`config.mk`:
```
export PLATFORM = sky130hd
export DESIGN_NAME = ifid_skid_reg_flat
export DESIGN_NICKNAME = d
export VERILOG_FILES = /design/src/rtl/ifid_skid_if.sv /design/src/rtl/ifid_skid_reg.sv /design/src/flat_wrapper.sv
export SDC_FILE = /design/constraint.sdc
export NUM_CORES = 1
export LEC_CHECK = 0
export BUFFER_PORTS_ARGS = -buffer_cell sky130_fd_sc_hd__clkbuf_2
export CAP_MARGIN = 30
export CORE_ASPECT_RATIO = 1.4
export CORE_MARGIN = 2
export CORE_UTILIZATION = 33
export DETAILED_ROUTE_END_ITERATION = 10
export PLACE_DENSITY = 0.52
export SLEW_MARGIN = 20
export SYNTH_ARGS = -nofsm -noshare
export SYNTH_HDL_FRONTEND = slang
export SYNTH_SLANG_ARGS = --single-unit
export TNS_END_PERCENT = 30
```
`constraint.sdc`:
```
create_clock -name clk -period 3.4 [get_ports clk]
set_clock_uncertainty 0.2 [all_clocks]
set_input_delay 0 -clock clk [delete_from_list [all_inputs] [get_ports clk]]
set_output_delay 0 -clock clk [all_outputs]
set_load 0.03 [all_outputs]
```
`src/rtl/ifid_skid_if.sv`:
```
// IF/ID handshake bundle: fetch-side inputs, decode-side outputs, hazard controls.
// The master modport is the fetch/decode environment; the slave modport is the skid register.
interface ifid_skid_if #(
    parameter int PC_W    = 32,
    parameter int INSTR_W = 32,
    parameter int CNT_W   = 16
);
    logic               in_valid;
    logic               in_ready;
    logic [PC_W-1:0]    in_pc;
    logic [PC_W-1:0]    in_pcadd4;
    logic [INSTR_W-1:0] in_instr;
    logic               out_valid;
    logic               out_ready;
    logic               stall;
    logic               flush;
    logic [PC_W-1:0]    out_pc;
    logic [PC_W-1:0]    out_pcadd4;
    logic [INSTR_W-1:0] out_instr;
    logic [1:0]         out_status;
    logic [CNT_W-1:0]   stall_cnt;

    modport master (
        output in_valid, in_pc, in_pcadd4, in_instr, out_ready, stall, flush,
        input  in_ready, out_valid, out_pc, out_pcadd4, out_instr, out_status, stall_cnt
    );

    modport slave (
        input  in_valid, in_pc, in_pcadd4, in_instr, out_ready, stall, flush,
        output in_ready, out_valid, out_pc, out_pcadd4, out_instr, out_status, stall_cnt
    );
endinterface

```
`src/rtl/ifid_skid_reg.sv`:
```
// IF/ID pipeline register with a 2-entry skid buffer, stall hold, flush-to-NOP,
// per-entry status code and a saturating stall-cycle counter.
//
// state   | meaning
// --------+------------------------------------------------
// S_EMPTY | no entry; outputs show NOP bubble
// S_ONE   | main entry valid, skid empty, accepting input
// S_TWO   | main and skid valid, input blocked
module ifid_skid_reg #(
    parameter int                 PC_W      = 32,
    parameter int                 INSTR_W   = 32,
    parameter logic [INSTR_W-1:0] NOP_INSTR = 32'h00000013,
    parameter int                 CNT_W     = 16
) (
    input logic          clk,
    input logic          rst,
    ifid_skid_if.slave   bus
);
    typedef enum logic [1:0] {S_EMPTY, S_ONE, S_TWO} state_t;

    localparam logic [1:0] ST_NEW    = 2'd0;
    localparam logic [1:0] ST_BUBBLE = 2'd1;
    localparam logic [1:0] ST_HELD   = 2'd2;

    state_t             state;
    logic               in_ready_q;
    logic [1:0]         status_q;
    logic [CNT_W-1:0]   cnt_q;
    logic [PC_W-1:0]    main_pc, main_pcadd4, skid_pc, skid_pcadd4;
    logic [INSTR_W-1:0] main_instr, skid_instr;
    logic               out_valid;
    logic               in_fire, out_fire;

    assign out_valid = (state != S_EMPTY);
    assign in_fire   = bus.in_valid & in_ready_q;
    assign out_fire  = out_valid & bus.out_ready & ~bus.stall;

    assign bus.in_ready   = in_ready_q;
    assign bus.out_valid  = out_valid;
    assign bus.out_pc     = main_pc;
    assign bus.out_pcadd4 = main_pcadd4;
    assign bus.out_instr  = main_instr;
    assign bus.out_status = status_q;
    assign bus.stall_cnt  = cnt_q;

    always_ff @(posedge clk or negedge rst) begin
        if (!rst) begin
            state       <= S_EMPTY;
            in_ready_q  <= 1'b1;
            status_q    <= ST_BUBBLE;
            cnt_q       <= '0;
            main_pc     <= '0;
            main_pcadd4 <= '0;
            main_instr  <= NOP_INSTR;
            skid_pc     <= '0;
            skid_pcadd4 <= '0;
            skid_instr  <= NOP_INSTR;
        end else begin
            // Counter tracks the cycle just ending, so flush does not suppress it.
            if (out_valid && !out_fire && cnt_q != {CNT_W{1'b1}})
                cnt_q <= cnt_q + 1'b1;

            if (bus.flush) begin
                state       <= S_EMPTY;
                in_ready_q  <= 1'b1;
                status_q    <= ST_BUBBLE;
                main_pc     <= '0;
                main_pcadd4 <= '0;
                main_instr  <= NOP_INSTR;
            end else begin
                case (state)
                    S_EMPTY: begin
                        if (in_fire) begin
                            state       <= S_ONE;
                            status_q    <= ST_NEW;
                            main_pc     <= bus.in_pc;
                            main_pcadd4 <= bus.in_pcadd4;
                            main_instr  <= bus.in_instr;
                        end else begin
                            status_q    <= ST_BUBBLE;
                        end
                    end
                    S_ONE: begin
                        if (in_fire && out_fire) begin
                            status_q    <= ST_NEW;
                            main_pc     <= bus.in_pc;
                            main_pcadd4 <= bus.in_pcadd4;
                            main_instr  <= bus.in_instr;
                        end else if (out_fire) begin
                            state       <= S_EMPTY;
                            status_q    <= ST_BUBBLE;
                            main_pc     <= '0;
                            main_pcadd4 <= '0;
                            main_instr  <= NOP_INSTR;
                        end else if (in_fire) begin
                            state       <= S_TWO;
                            status_q    <= ST_HELD;
                            in_ready_q  <= 1'b0;
                            skid_pc     <= bus.in_pc;
                            skid_pcadd4 <= bus.in_pcadd4;
                            skid_instr  <= bus.in_instr;
                        end else begin
                            status_q    <= ST_HELD;
                        end
                    end
                    S_TWO: begin
                        if (out_fire) begin
                            state       <= S_ONE;
                            status_q    <= ST_NEW;
                            in_ready_q  <= 1'b1;
                            main_pc     <= skid_pc;
                            main_pcadd4 <= skid_pcadd4;
                            main_instr  <= skid_instr;
                        end else begin
                            status_q    <= ST_HELD;
                        end
                    end
                    default: begin
                        state       <= S_EMPTY;
                        in_ready_q  <= 1'b1;
                        status_q    <= ST_BUBBLE;
                    end
                endcase
            end
        end
    end
endmodule

```
`src/flat_wrapper.sv`:
```
// flat-port wrapper written by rule: the top's interface ports become plain ports
module ifid_skid_reg_flat 
#(
    parameter int                 PC_W      = 32,
    parameter int                 INSTR_W   = 32,
    parameter logic [INSTR_W-1:0] NOP_INSTR = 32'h00000013,
    parameter int                 CNT_W     = 16
)
  (clk, rst, bus_in_valid, bus_in_pc, bus_in_pcadd4, bus_in_instr, bus_out_ready, bus_stall, bus_flush, bus_in_ready, bus_out_valid, bus_out_pc, bus_out_pcadd4, bus_out_instr, bus_out_status, bus_stall_cnt);
  ifid_skid_if #(.PC_W(PC_W), .INSTR_W(INSTR_W), .CNT_W(CNT_W)) bus_i ();
  input logic clk;
  input logic rst;
  input wire logic [$bits(bus_i.in_valid)-1:0] bus_in_valid;
  input wire logic [$bits(bus_i.in_pc)-1:0] bus_in_pc;
  input wire logic [$bits(bus_i.in_pcadd4)-1:0] bus_in_pcadd4;
  input wire logic [$bits(bus_i.in_instr)-1:0] bus_in_instr;
  input wire logic [$bits(bus_i.out_ready)-1:0] bus_out_ready;
  input wire logic [$bits(bus_i.stall)-1:0] bus_stall;
  input wire logic [$bits(bus_i.flush)-1:0] bus_flush;
  output wire logic [$bits(bus_i.in_ready)-1:0] bus_in_ready;
  output wire logic [$bits(bus_i.out_valid)-1:0] bus_out_valid;
  output wire logic [$bits(bus_i.out_pc)-1:0] bus_out_pc;
  output wire logic [$bits(bus_i.out_pcadd4)-1:0] bus_out_pcadd4;
  output wire logic [$bits(bus_i.out_instr)-1:0] bus_out_instr;
  output wire logic [$bits(bus_i.out_status)-1:0] bus_out_status;
  output wire logic [$bits(bus_i.stall_cnt)-1:0] bus_stall_cnt;
  assign bus_i.in_valid = bus_in_valid;
  assign bus_i.in_pc = bus_in_pc;
  assign bus_i.in_pcadd4 = bus_in_pcadd4;
  assign bus_i.in_instr = bus_in_instr;
  assign bus_i.out_ready = bus_out_ready;
  assign bus_i.stall = bus_stall;
  assign bus_i.flush = bus_flush;
  assign bus_in_ready = bus_i.in_ready;
  assign bus_out_valid = bus_i.out_valid;
  assign bus_out_pc = bus_i.out_pc;
  assign bus_out_pcadd4 = bus_i.out_pcadd4;
  assign bus_out_instr = bus_i.out_instr;
  assign bus_out_status = bus_i.out_status;
  assign bus_stall_cnt = bus_i.stall_cnt;
  ifid_skid_reg #(.PC_W(PC_W), .INSTR_W(INSTR_W), .NOP_INSTR(NOP_INSTR), .CNT_W(CNT_W)) u_core (.clk(clk), .rst(rst), .bus(bus_i));
endmodule
```
Word-level counts from Yosys, hierarchy flattened
Index checks and enable logic that the tools add are counted.

Add/subtract/negate cells: 1. Equality and inequality tests: 11. Muxes and demuxes: 36. Bitwise logic cells: 7. Reduce and logical (&&, ||, !) cells: 11.

Operators by type and width (number): $mux W32 (14); $pmux W32 S3 (3); $mux W2 (10); $add A16 B1 Y16 const B (1); $ne A16 B16 Y1 const B (1); $pmux W2 S3 (2); $reduce_and A5 Y1 (2); $ne A3 B2 Y1 const B (3); $ne A4 B2 Y1 const B (2); $reduce_and A4 Y1 (2); $mux W1 (6); $ne A3 B3 Y1 const B (2); $not A1 Y1 (4); $reduce_bool A4 Y1 (1); $and A1 B1 Y1 (3); $logic_and A1 B1 Y1 (3); $pmux W1 S3 (1); $eq A2 B1 Y1 const B (1); $eq A2 B2 Y1 const B (1); $logic_not A2 Y1 (1); $ne A2 B2 Y1 const B (1); $reduce_bool A2 Y1 (1); $logic_not A1 Y1 (1).

Flip-flop bits (word level): 213. Bits of input ports: 102. Output and inout port bits: 116. Logic and storage cells: 76.

Logic depth before layout (Yosys ltp)
Gate-level depths: netlist of run 1.

Depth after elaboration: 7. Depth in mapped cells: 9. Mapped depth without buffers: 6.

Worst setup path after synthesis of run 1
Ideal clock, no wire load.

Path kind: register to register. From: register u_core.state[0]. To: register u_core.cnt_q[15], in the netlist u_core.bus.stall_cnt[15]. Library setup time: 125 ps. Arrival: 1911 ps. Data required time: 3075 ps. Path slack: 1164 ps. Cell stages (with the launch flop): 8. Buffers on the path: 1. Period minus slack after synthesis: 2236 ps. Cells stage by stage: dfrtp_1 -> inv_1 -> ha_1 -> buf_2 -> inv_1 -> nand4_1 -> nor4_1 -> mux2_2.

Longest elaborated chain between the ends: 6.

RTL lines: start, declared (line ifid_skid_reg.sv:25) `state_t state;`; start signal, assigned (line ifid_skid_reg.sv:48) `state <= S_EMPTY;`; start signal, assigned (line ifid_skid_reg.sv:64) `state <= S_EMPTY;`; start signal, assigned (line ifid_skid_reg.sv:74) `state <= S_ONE;`; $reduce_bool A2 Y1 (*) (line ifid_skid_reg.sv:34) `assign out_valid = (state != S_EMPTY);`; net bus_out_valid (line flat_wrapper.sv:21) `output wire logic [$bits(bus_i.out_valid)-1:0] bus_out_valid;`; $and A1 B1 Y1 (2 in a row) (line ifid_skid_reg.sv:36) `assign out_fire = out_valid & bus.out_ready & ~bus.stall;`; $logic_not A1 Y1 (line ifid_skid_reg.sv:60) `if (out_valid && !out_fire && cnt_q != {CNT_W{1'b1}})`; $logic_and A1 B1 Y1 (*) (2 in a row) (line ifid_skid_reg.sv:60); end signal, assigned (line ifid_skid_reg.sv:61) `cnt_q <= cnt_q + 1'b1;`; end, declared (line ifid_skid_reg.sv:28) `logic [CNT_W-1:0] cnt_q;`.

The timed path passes the listed nets; every way through them passes the cells marked *. A chain may end at the register's enable or synchronous reset.

Worst setup path in the final report of run 1
From: register u_core.state[0]. To: register u_core.skid_pc[11].

Longest elaborated chain between the ends: 6. Elaborated cells on any way between the ends: 8. Those cells by class: 1 x eq/ne; 4 x bitwise; 3 x reduce/logical.

RTL lines: $reduce_bool A2 Y1 (line ifid_skid_reg.sv:34); $and A1 B1 Y1 (2 in a row) (line ifid_skid_reg.sv:36); $logic_and A1 B1 Y1 (line ifid_skid_reg.sv:84) `if (in_fire && out_fire) begin`; $not A1 Y1 (no source line); $reduce_and A5 Y1 (no source line) (*); end signal, assigned (line ifid_skid_reg.sv:99) `skid_pc <= bus.in_pc;`; end, declared (line ifid_skid_reg.sv:29) `logic [PC_W-1:0] main_pc, main_pcadd4, skid_pc, skid_pcadd4;`.

Mark *: on every way between the ends. The rest lies on a longest branch, timed or not.

==> summary.md, run 1 <==
| Metric | Value |
|---|---|
| WL/cell | 16.8 um |
| # rows | 71 |
| Max-slew violations | 0 |
| PwrDens | 876 nW/um^2 |
| Final hold violation count | 0 |
| Setup-failing EPs final | 0 |
| Period utilisation layout | 0.765 |
| Routed Antenna Nets | 0 |
| Via density | 4.91 |
| Total track usage | 0.167 |
| # clock sinks | 213 |
| Area of the multi-input gates | 3400 um^2 |
| Root buffer cell | clkbuf_16 |
| 1st-iter DRT viols | 304 |
| Die X | 144 um |
| Synth Instances | 757 |
| Post-synthesis simple-gate area fraction | 0.0782 |
| Hpwl dp | 15,200 um |
| Sequential area share after synthesis | 0.590 |
| DR vias | 7,095 |
| CTS resizes | 0 |
| WL final | 24,200 um |
| Mapped Nets | 864 |
| Placer Congestion | 0.745 |
| Number of CTS-inserted buffers | 23 |
| Hold Buf Count CTS | 104 |
| CTS clk-pin slew, worst paths | 0.06 ns |
| Layout cells sized above 1 | 0.354 |
| Post-Syn Area | 9040 um^2 |
| Synth Area in Compound Gates | 0.151 |
| Worst Hold Class | primary input to flop |
| Slew headroom | 0.533 |
| Io pins | 218 |
| Fraction of registers with async set/reset | 1.00 |
| Largest net degree at the start of global routing | 81 |
| Final-stage net count | 1,172 |
| First-pass DRT Iterations | 5 |
| Synth cell count leaders | 205 x dfrtp_1, 104 x nand2_1, 99 x mux2_2, 93 x a22oi_1, 70 x o21ai_1 |
| FMAX | 0.385 GHz |
| LEAKAGE | 5.70 nW |
| Largest family of logic cells by synthesized area | compound AO/OA/AOI/OAI gates |
| Required time worst endpoint | 3.58 ns |
| Deepest clock path buffer count | 3 |
| Commonest register cell after synthesis | dfrtp_1 |
| Setup repair bufs after CTS | 0 |
| XOR/XNOR Fraction of Synth Area | 0.0116 |
| Arr. time, crit path | 2.78 ns |
| Core footprint | 26,900 um^2 |
| Grt ovf | 0 |
| Worst vdd ir | 0.464 mV |
| Placed Area | 10,500 um^2 |
| Area delta synth->final | 35.7% |
| Clk_lat worst skew | 0.50 ns |
| Die ar. | 28,800 um^2 |
| Reg2reg setup slack | 0.80 ns |
| Crit Path Max Fanout | 39 |
| First-pass GRT wire length | 38,200 um |
| Yosys reg bits | 213 |
| Max Cap Viol | 0 |
| Synthesized area per cell | 11.9 um^2 |
| Outcome | finished clean |
| H-tree Lvls | 1 |
| Initial core utilization | 0.336 |
| Share of the synthesized area in the top cell type | 0.567 |
| Filler cell count | 2,531 |
| Vias in the first global route | 7,286 |
| Startpoint types | flop |
| Synth Area in Adders | 0.00692 |
| Tmin final | 2.60 ns |
| Setup_tns | 0 ns |
| Mux share of post-synthesis cell area | 0.124 |
| Core Util, Final | 0.456 |
| Die height | 200 um |
| CTS tree | done |
| Area leader, netlist | dfrtp_1 |
| Worst Max-Slew Pin Slew | 0.700 ns |
| Port buffer count | 217 |
| Endpoint type of the worst setup path | flop |
| Largest cells by area after synthesis | dfrtp_1 57%, mux2_2 12%, a22oi_1 7.7% |
| Design Area, Final | 12,300 um^2 |
| EDFF count, synth | 0 |
| Critical path type | flop to flop |
| Most common cell in the netlist | dfrtp_1 |
| RSZ-0062 raised after global routing | no |
| Unique masters post-synth | 45 |
| FF+latch area | 5340 um^2 |
| Post-route DRC | 0 |
| Synth warn | 0 |
| Antenna diodes | 0 |
| Initial antenna violation count | 1 |
==> worst max-delay path, stage by stage, from the launching register on <==
cell     delay (ns)
dfrtp_1        0.40
inv_1          0.10
ha_1           0.43
nor3b_4        0.15
nor3_4         0.25
buf_4          0.50
mux2_2         0.40
==> final timing paths <==
check / startpoint / to / cells after the start
hold / removal: bus_in_instr[21] / u_core.skid_instr[21] / 3
min in group asynchronous: rst / u_core.bus.in_ready / 3
max in group asynchronous: rst / u_core.bus.out_status[0] / 4
setup reg to reg: u_core.state[0] / u_core.skid_pc[11] / 6
hold reg to reg: u_core.bus.out_instr[1] / u_core.bus.out_instr[1] / 2
setup / recovery: u_core.state[0] / u_core.skid_pc[11] / 6
==> area by class of cell <==
type,instances,share of cell area
multi-input cells,483,0.277
well taps,365,0.0372
inverters,7,0.00214
flip-flops and latches,213,0.435
clock inverters,3,0.00173
repair buffers,337,0.189
clock buffers,38,0.0580
==> per-stage QoR <==
| stage | power, mW | hold WS (ns) | instances | setup slack [ns] |
|---|---|---|---|---|
| CTS | 10.9 | 0.0579 | 1446 | 0.779 |
| global placement | 8.25 | -0.125 | 1301 | 0.841 |
| finish | 10.8 | 0.0867 | 1446 | 0.800 |
| global route | 11.4 | 0.0808 | 1446 | 0.612 |
| floorplan | 7.10 | -0.496 | 757 | 1.16 |
| detailed placement | 8.33 | -0.122 | 1301 | 0.782 |
==> report_power, final <==
part           switching, mW  internal, mW
logic                   2.59          1.53
clock network           1.01          1.42
registers              0.592          3.61
total                   4.19          6.56
==> metal layers <==
metal  vias to the layer above  wire length [um]  global-route usage
li1                       3334                 -                   -
met1                      3533              9850               0.204
met2                       180             12600               0.301
met3                        46              1110              0.0253
met4                         2               693              0.0556
met5                         -                16                   0
==> state kept, by name (all words and copies together) (netlist names) <==
signal                 cells
u_core.bus.out_instr      32
u_core.bus.out_pc         32
u_core.bus.out_pcadd4     32
u_core.skid_instr         32
u_core.skid_pc            32
u_core.skid_pcadd4        32
u_core.bus.stall_cnt      16
u_core.bus.out_status      2
u_core.state               2
u_core.bus.in_ready        1
==> kinds of logic (layout without fill, tap and decap cells) <==
logic type	after synthesis	count (layout)
mux	100	100
fa+ha+maj	5	5
xor+xnor	12	12
flops	213	213
compound gates	212	212
simple gates	154	154
buf+inv	61	385
==> layout by cell type, fill, tap and decap left out, types with 4 or more instances in the layout <==
master           n
dfstp_2          8
nand3_1          7
ha_1             5
buf_4           12
nor3_1           8
clkbuf_1         7
buf_12           4
a21oi_1          8
nor4_1           5
o31ai_1          6
xor2_1          12
clkbuf_2       216
nor2_1           7
nand2_1        104
clkbuf_16       23
dlygate4sd3_1  103
dfrtp_1        205
clkbuf_8         8
a22oi_1         93
o21ai_1         70
mux2_2          99
o21ai_0         24
nand4_1          4
inv_1            7
(Power assumes the default switching activity.)
==> run 2: changes to the inputs <==
--- a/config.mk
+++ b/config.mk
@@ -11,7 +11,7 @@
 export CORE_MARGIN = 2
 export CORE_UTILIZATION = 33
 export DETAILED_ROUTE_END_ITERATION = 10
-export PLACE_DENSITY = 0.52
+export PLACE_DENSITY = 0.54
 export SLEW_MARGIN = 20
 export SYNTH_ARGS = -nofsm -noshare
 export SYNTH_HDL_FRONTEND = slang
==> constraint.sdc (replaced) <==
create_clock -name clk -period 2.15 [get_ports clk]
set_clock_uncertainty 0.2 [all_clocks]
set_input_delay 0 -clock clk [delete_from_list [all_inputs] [get_ports clk]]
set_output_delay 0 -clock clk [all_outputs]
set_load 0.03 [all_outputs]
==> summary.md, run 2 (synthesized netlist as in run 1, its figures left out) <==
| Metric | Value |
|---|---|
| Outcome | finished clean |
| # rows | 71 |
| WL final | 25,200 um |
| Hpwl dp | 15,500 um |
| Die height | 200 um |
| Root buffer cell | clkbuf_16 |
| Filler cell count | 2,465 |
| Placed Instances | 1,328 |
| Port buffer count | 217 |
| Placed Area | 10,800 um^2 |
| Non-filler instance count after layout | 1,479 |
| Final hold violation count | 0 |
| Area delta synth->final | 41.2% |
| LEAKAGE | 5.93 nW |
| Area of the multi-input gates | 3430 um^2 |
| Worst Max-Slew Pin Slew | 0.530 ns |
| Final-stage net count | 1,205 |
| Max-slew violations | 0 |
| # clock sinks | 213 |
| Pint | 10.9 mW |
| Largest net degree at the start of global routing | 73 |
| Grt ovf | 0 |
| Design Area, Final | 12,800 um^2 |
| Initial core utilization | 0.336 |
| Setup-failing EPs final | 0 |
| Switching Power | 6.84 mW |
| Share of power burned in registers | 0.373 |
| Layout cells sized above 1 | 0.382 |
| PwrDens | 1390 nW/um^2 |
| Initial antenna violation count | 2 |
| Commonest non-fill, non-tap cell in the layout | clkbuf_2 |
| H-tree Lvls | 1 |
| Via density | 4.90 |
| Required time worst endpoint | 2.33 ns |
| Total track usage | 0.169 |
| CTS tree | done |
| CTS clk-pin slew, worst paths | 0.07 ns |
| 1st-iter DRT viols | 340 |
| Core footprint | 26,900 um^2 |
| Commonest cells after routing, fill and taps aside | 216 x clkbuf_2, 205 x dfrtp_1, 104 x nand2_1, 103 x dlygate4sd3_1, 99 x mux2_2 |
| Arr. time, crit path | 2.25 ns |
| First-pass DRT Iterations | 5 |
| Deepest clock path buffer count | 3 |
| Endpoint type of the worst setup path | flop |
| Max Cap Viol | 0 |
| Crit Path Max Fanout | 18 |
| Clk_lat worst skew | 0.50 ns |
| Tmin final | 2.07 ns |
| Io pins | 218 |
| Worst vdd ir | 0.682 mV |
| Combinational share of power | 0.410 |
| Critical path type | flop to flop |
| FF+latch area | 5340 um^2 |
| DR vias | 7,241 |
| Period utilisation layout | 0.963 |
| Die ar. | 28,800 um^2 |
| Die X | 144 um |
| Final hold slack | 0.0823 ns |
| Post-route DRC | 0 |
| Clock share of power | 0.217 |
| FMAX | 0.483 GHz |
| Vias in the first global route | 7,356 |
| Slew headroom | 0.647 |
| WL/cell | 17.0 um |
| Startpoint types | flop |
| Worst Hold Class | primary input to flop |
| Routed Antenna Nets | 0 |
| First-pass GRT wire length | 38,800 um |
| Placer Congestion | 0.781 |
| Number of CTS-inserted buffers | 23 |
| Sw Ratio | 0.385 |
| RSZ-0062 raised after global routing | yes |
run 2: cell count changes in the layout (fill, tap and decap cells not counted), sizes merged:
cell | previous run | this run
clkinv | 1 | 6
clkbuf | 254 | 250
buf | 18 | 49
bufinv | 0 | 1
clkinvlp | 1 | 2
inv | 8 | 6
diode | 0 | 1
run 2: power by group through the flow:
stage	clock (mW)	combinational, mW	sequential (mW)
after floorplan	0	3.27	7.96
final	3.86	7.29	6.64
after CTS	4.02	7.25	6.64
after global routing	4.17	7.90	6.84
after global placement	0	6.71	6.64
after detailed placement	0	6.77	6.71
run 2: layout make-up:
class | count | share of cell area
clock inverter | 8 | 0.00588
multi-input combinational | 483 | 0.268
clock buffer | 32 | 0.0516
antenna | 1 | 0.000196
tap | 365 | 0.0358
sequential | 213 | 0.418
timing repair buffer | 370 | 0.218
inverter | 7 | 0.00235
run 2: metal layers:
metal,global-route usage,up-vias,part of all wire
li1,-,3415,-
met1,0.203,3573,0.40
met2,0.300,208,0.52
met3,0.0339,43,0.051
met4,0.0628,2,0.025
met5,0,-,0.00052
run 2: what timing repair did:
item,in CTS,in global routing
cloned,2,2
setup buffers,4,0
setup endpoints to repair,118,142
pin swaps,1,1
gates resized for setup,8,23
hold buffers,103,0
hold endpoints to repair,412,0
run 2: path summary, 6_finish.rpt:
check	end	slack, ns	from	cells after the start
max	u_core.skid_pc[27]	0.08	u_core.state[1]	8
min reg2reg	u_core.bus.out_instr[4]	0.26	u_core.bus.out_instr[4]	2
max in group asynchronous	u_core.skid_pc[24]	0.65	rst	4
max reg2reg	u_core.skid_pc[27]	0.08	u_core.state[1]	8
min in group asynchronous	u_core.bus.out_instr[19]	0.39	rst	3
min	u_core.skid_instr[27]	0.08	bus_in_instr[27]	3
run 2: through the flow:
stage / util / setup slack [ns] / TNS (ns) / power (mW)
floorplan: - / 0.0154 / 0 / 11.2
global placement: 0.402 / -0.0422 / -1.19 / 13.3
detailed placement: 0.402 / -0.0876 / -3.82 / 13.5
CTS: 0.472 / 0.00951 / 0 / 17.9
global route: 0.475 / -0.00940 / -0.00940 / 18.9
finish: 0.475 / 0.0805 / 0 / 17.8
run 2: worst max-delay path, cell delays in order (launching register included):
cell     delay, ns
dfrtp_1       0.39
inv_2         0.08
buf_4         0.12
ha_4          0.14
nand3_2       0.11
nor3_4        0.20
buf_12        0.18
buf_12        0.17
mux2_2        0.35
==> run 3: changes to the inputs <==
--- a/config.mk
+++ b/config.mk
@@ -12,6 +12,7 @@
 export CORE_UTILIZATION = 33
 export DETAILED_ROUTE_END_ITERATION = 10
 export PLACE_DENSITY = 0.54
+export SETUP_SLACK_MARGIN = 0.15
 export SLEW_MARGIN = 20
 export SYNTH_ARGS = -nofsm -noshare
 export SYNTH_HDL_FRONTEND = slang
==> summary.md, run 3 (synthesized netlist as in run 1, its figures left out) <==
| Metric | Value |
|---|---|
| Setup-failing EPs final | 0 |
| First-pass DRT Iterations | 4 |
| Commonest non-fill, non-tap cell in the layout | clkbuf_2 |
| CP max stage delay | 0.40 ns |
| Hpwl dp | 15,600 um |
| WL final | 27,000 um |
| CTS tree | done |
| Reg-to-reg startpoint | u_core.state[0] |
| Final-stage net count | 1,228 |
| Die X | 144 um |
| Worst reg2reg endpoint | u_core.bus.out_pc[0] |
| 1st-iter DRT viols | 310 |
| Period utilisation layout | 0.990 |
| Root buffer cell | clkbuf_16 |
| Placed Area | 10,900 um^2 |
| Hold Path End | u_core.bus.out_instr[31] |
| CP cell instances | inv_2 > ha_4 > or3b_4 > o21ai_4 > buf_6 > clkbuf_16 > a22oi_2 > o21ai_1 |
| Layout cells sized above 1 | 0.449 |
| Area delta synth->final | 50.9% |
| Die ar. | 28,800 um^2 |
| Placer Congestion | 0.840 |
| Initial core utilization | 0.336 |
| Via density | 4.95 |
| Critical path type | flop to flop |
| Initial antenna violation count | 0 |
| Reg2reg setup slack | 0.02 ns |
| Hold Path Cell Cnt | 6 |
| Tmin final | 2.13 ns |
| PwrDens | 1430 nW/um^2 |
| Post-route DRC | 0 |
| Final hold violation count | 0 |
| RSZ-0062 raised after global routing | yes |
| Core Util, Final | 0.507 |
| Die height | 200 um |
| # clock sinks | 213 |
| Reg2reg path depth | 8 |
| Number of CTS-inserted buffers | 23 |
| FMAX | 0.470 GHz |
| Commonest cells after routing, fill and taps aside | 216 x clkbuf_2, 205 x dfrtp_1, 104 x nand2_1, 103 x dlygate4sd3_1, 93 x o21ai_1 |
| # rows | 71 |
| Largest net degree at the start of global routing | 73 |
| Total track usage | 0.175 |
| Crit-path slowest cell | or3b_4 |
| WL/cell | 18.0 um |
| Clk_lat worst skew | 0.51 ns |
| Endpoint type of the worst setup path | flop |
| Crit Path Max Fanout | 5 |
| Antenna diodes | 0 |
| H-tree Lvls | 1 |
| FF+latch area | 5340 um^2 |
| Arr. time, crit path | 2.35 ns |
| Required time worst endpoint | 2.38 ns |
| Deepest clock path buffer count | 3 |
| Design Area, Final | 13,700 um^2 |
| Worst Max-Slew Pin Slew | 0.525 ns |
| Min-delay src | bus_flush |
| Vias in the first global route | 7,516 |
| Worst vdd ir | 1.00 mV |
| Worst Hold Class | primary input to flop |
| Filler cell count | 2,372 |
| Max-slew violations | 0 |
| Area of the multi-input gates | 3880 um^2 |
| Startpoint types | flop |
| LEAKAGE | 6.26 nW |
| Slew headroom | 0.647 |
| Outcome | finished clean |
| Routed Antenna Nets | 0 |
| Port buffer count | 217 |
| Max Cap Viol | 0 |
| CTS clk-pin slew, worst paths | 0.06 ns |
| Core footprint | 26,900 um^2 |
| Grt ovf | 0 |
| First-pass GRT wire length | 40,100 um |
| DR vias | 7,420 |
| Io pins | 218 |
-- run 3: worst max-delay path by stage --
stage,start,endpoint,slack [ns],depth (start not counted)
2_1_floorplan,u_core.state[1],u_core.bus.stall_cnt[15],0.09,7
4_1_cts,u_core.state[0],u_core.bus.out_instr[8],-0.008,7
3_5_place_dp,u_core.state[0],u_core.bus.out_instr[12],-0.06,7
3_3_place_gp,u_core.state[1],u_core.skid_pc[7],-0.005,7
6_report,u_core.state[0],u_core.bus.out_pc[0],0.02,8
5_1_grt,u_core.state[0],u_core.bus.out_pcadd4[2],-0.08,8
-- run 3: cell type report --
class | count | area share
Sequential cell | 213 | 0.391
Multi-Input combinational cell | 483 | 0.284
Timing Repair Buffer | 393 | 0.236
Clock buffer | 34 | 0.0503
Tap cell | 365 | 0.0335
Inverter | 7 | 0.00220
Clock inverter | 5 | 0.00211
-- run 3: metal layers --
metal | global-route usage | vias up | part of all wire
met4 | 0.0566 | 0 | 0.028
met3 | 0.0267 | 52 | 0.043
met2 | 0.317 | 184 | 0.52
met1 | 0.213 | 3715 | 0.41
met5 | 0 | - | 0
li1 | - | 3469 | -
-- run 3: through the flow --
| stage | setup slack [ns] | std cells | hold WS (ns) | power, mW | setup TNS, ns |
|---|---|---|---|---|---|
| detailed placement | -0.0562 | 1333 | -0.201 | 13.7 | -1.70 |
| global route | -0.0769 | 1500 | 0.0147 | 20.6 | -2.60 |
| finish | 0.0214 | 1500 | 0.00434 | 19.5 | 0 |
| CTS | -0.00769 | 1489 | 0.0132 | 18.5 | -0.0174 |
| global placement | -0.00463 | 1333 | -0.206 | 13.5 | -0.0325 |
| floorplan | 0.0854 | 757 | -0.496 | 11.3 | 0 |
-- run 3: critical path: cells and delay by family, from the launching register on --
kind                       cells  cell delay, ns
AOI/OAI and AO/OA              3            0.46
buffers and inverters          3            0.44
and+or+nand+nor                1            0.40
DFF                            1            0.38
adders and majority gates      1            0.17
-- run 3: what timing repair did --
action,in CTS,in global routing
resized for setup,43,107
setup buffers,10,1
endpoints found under the setup margin,193,200
pin swaps,7,56
hold buffers,103,0
endpoints found under the hold margin,413,0
cloned,4,10
-- run 3: where the power goes --
part	switching (mW)	internal, mW
sequential	0.996	5.71
clock	1.61	2.20
combinational	4.88	4.07
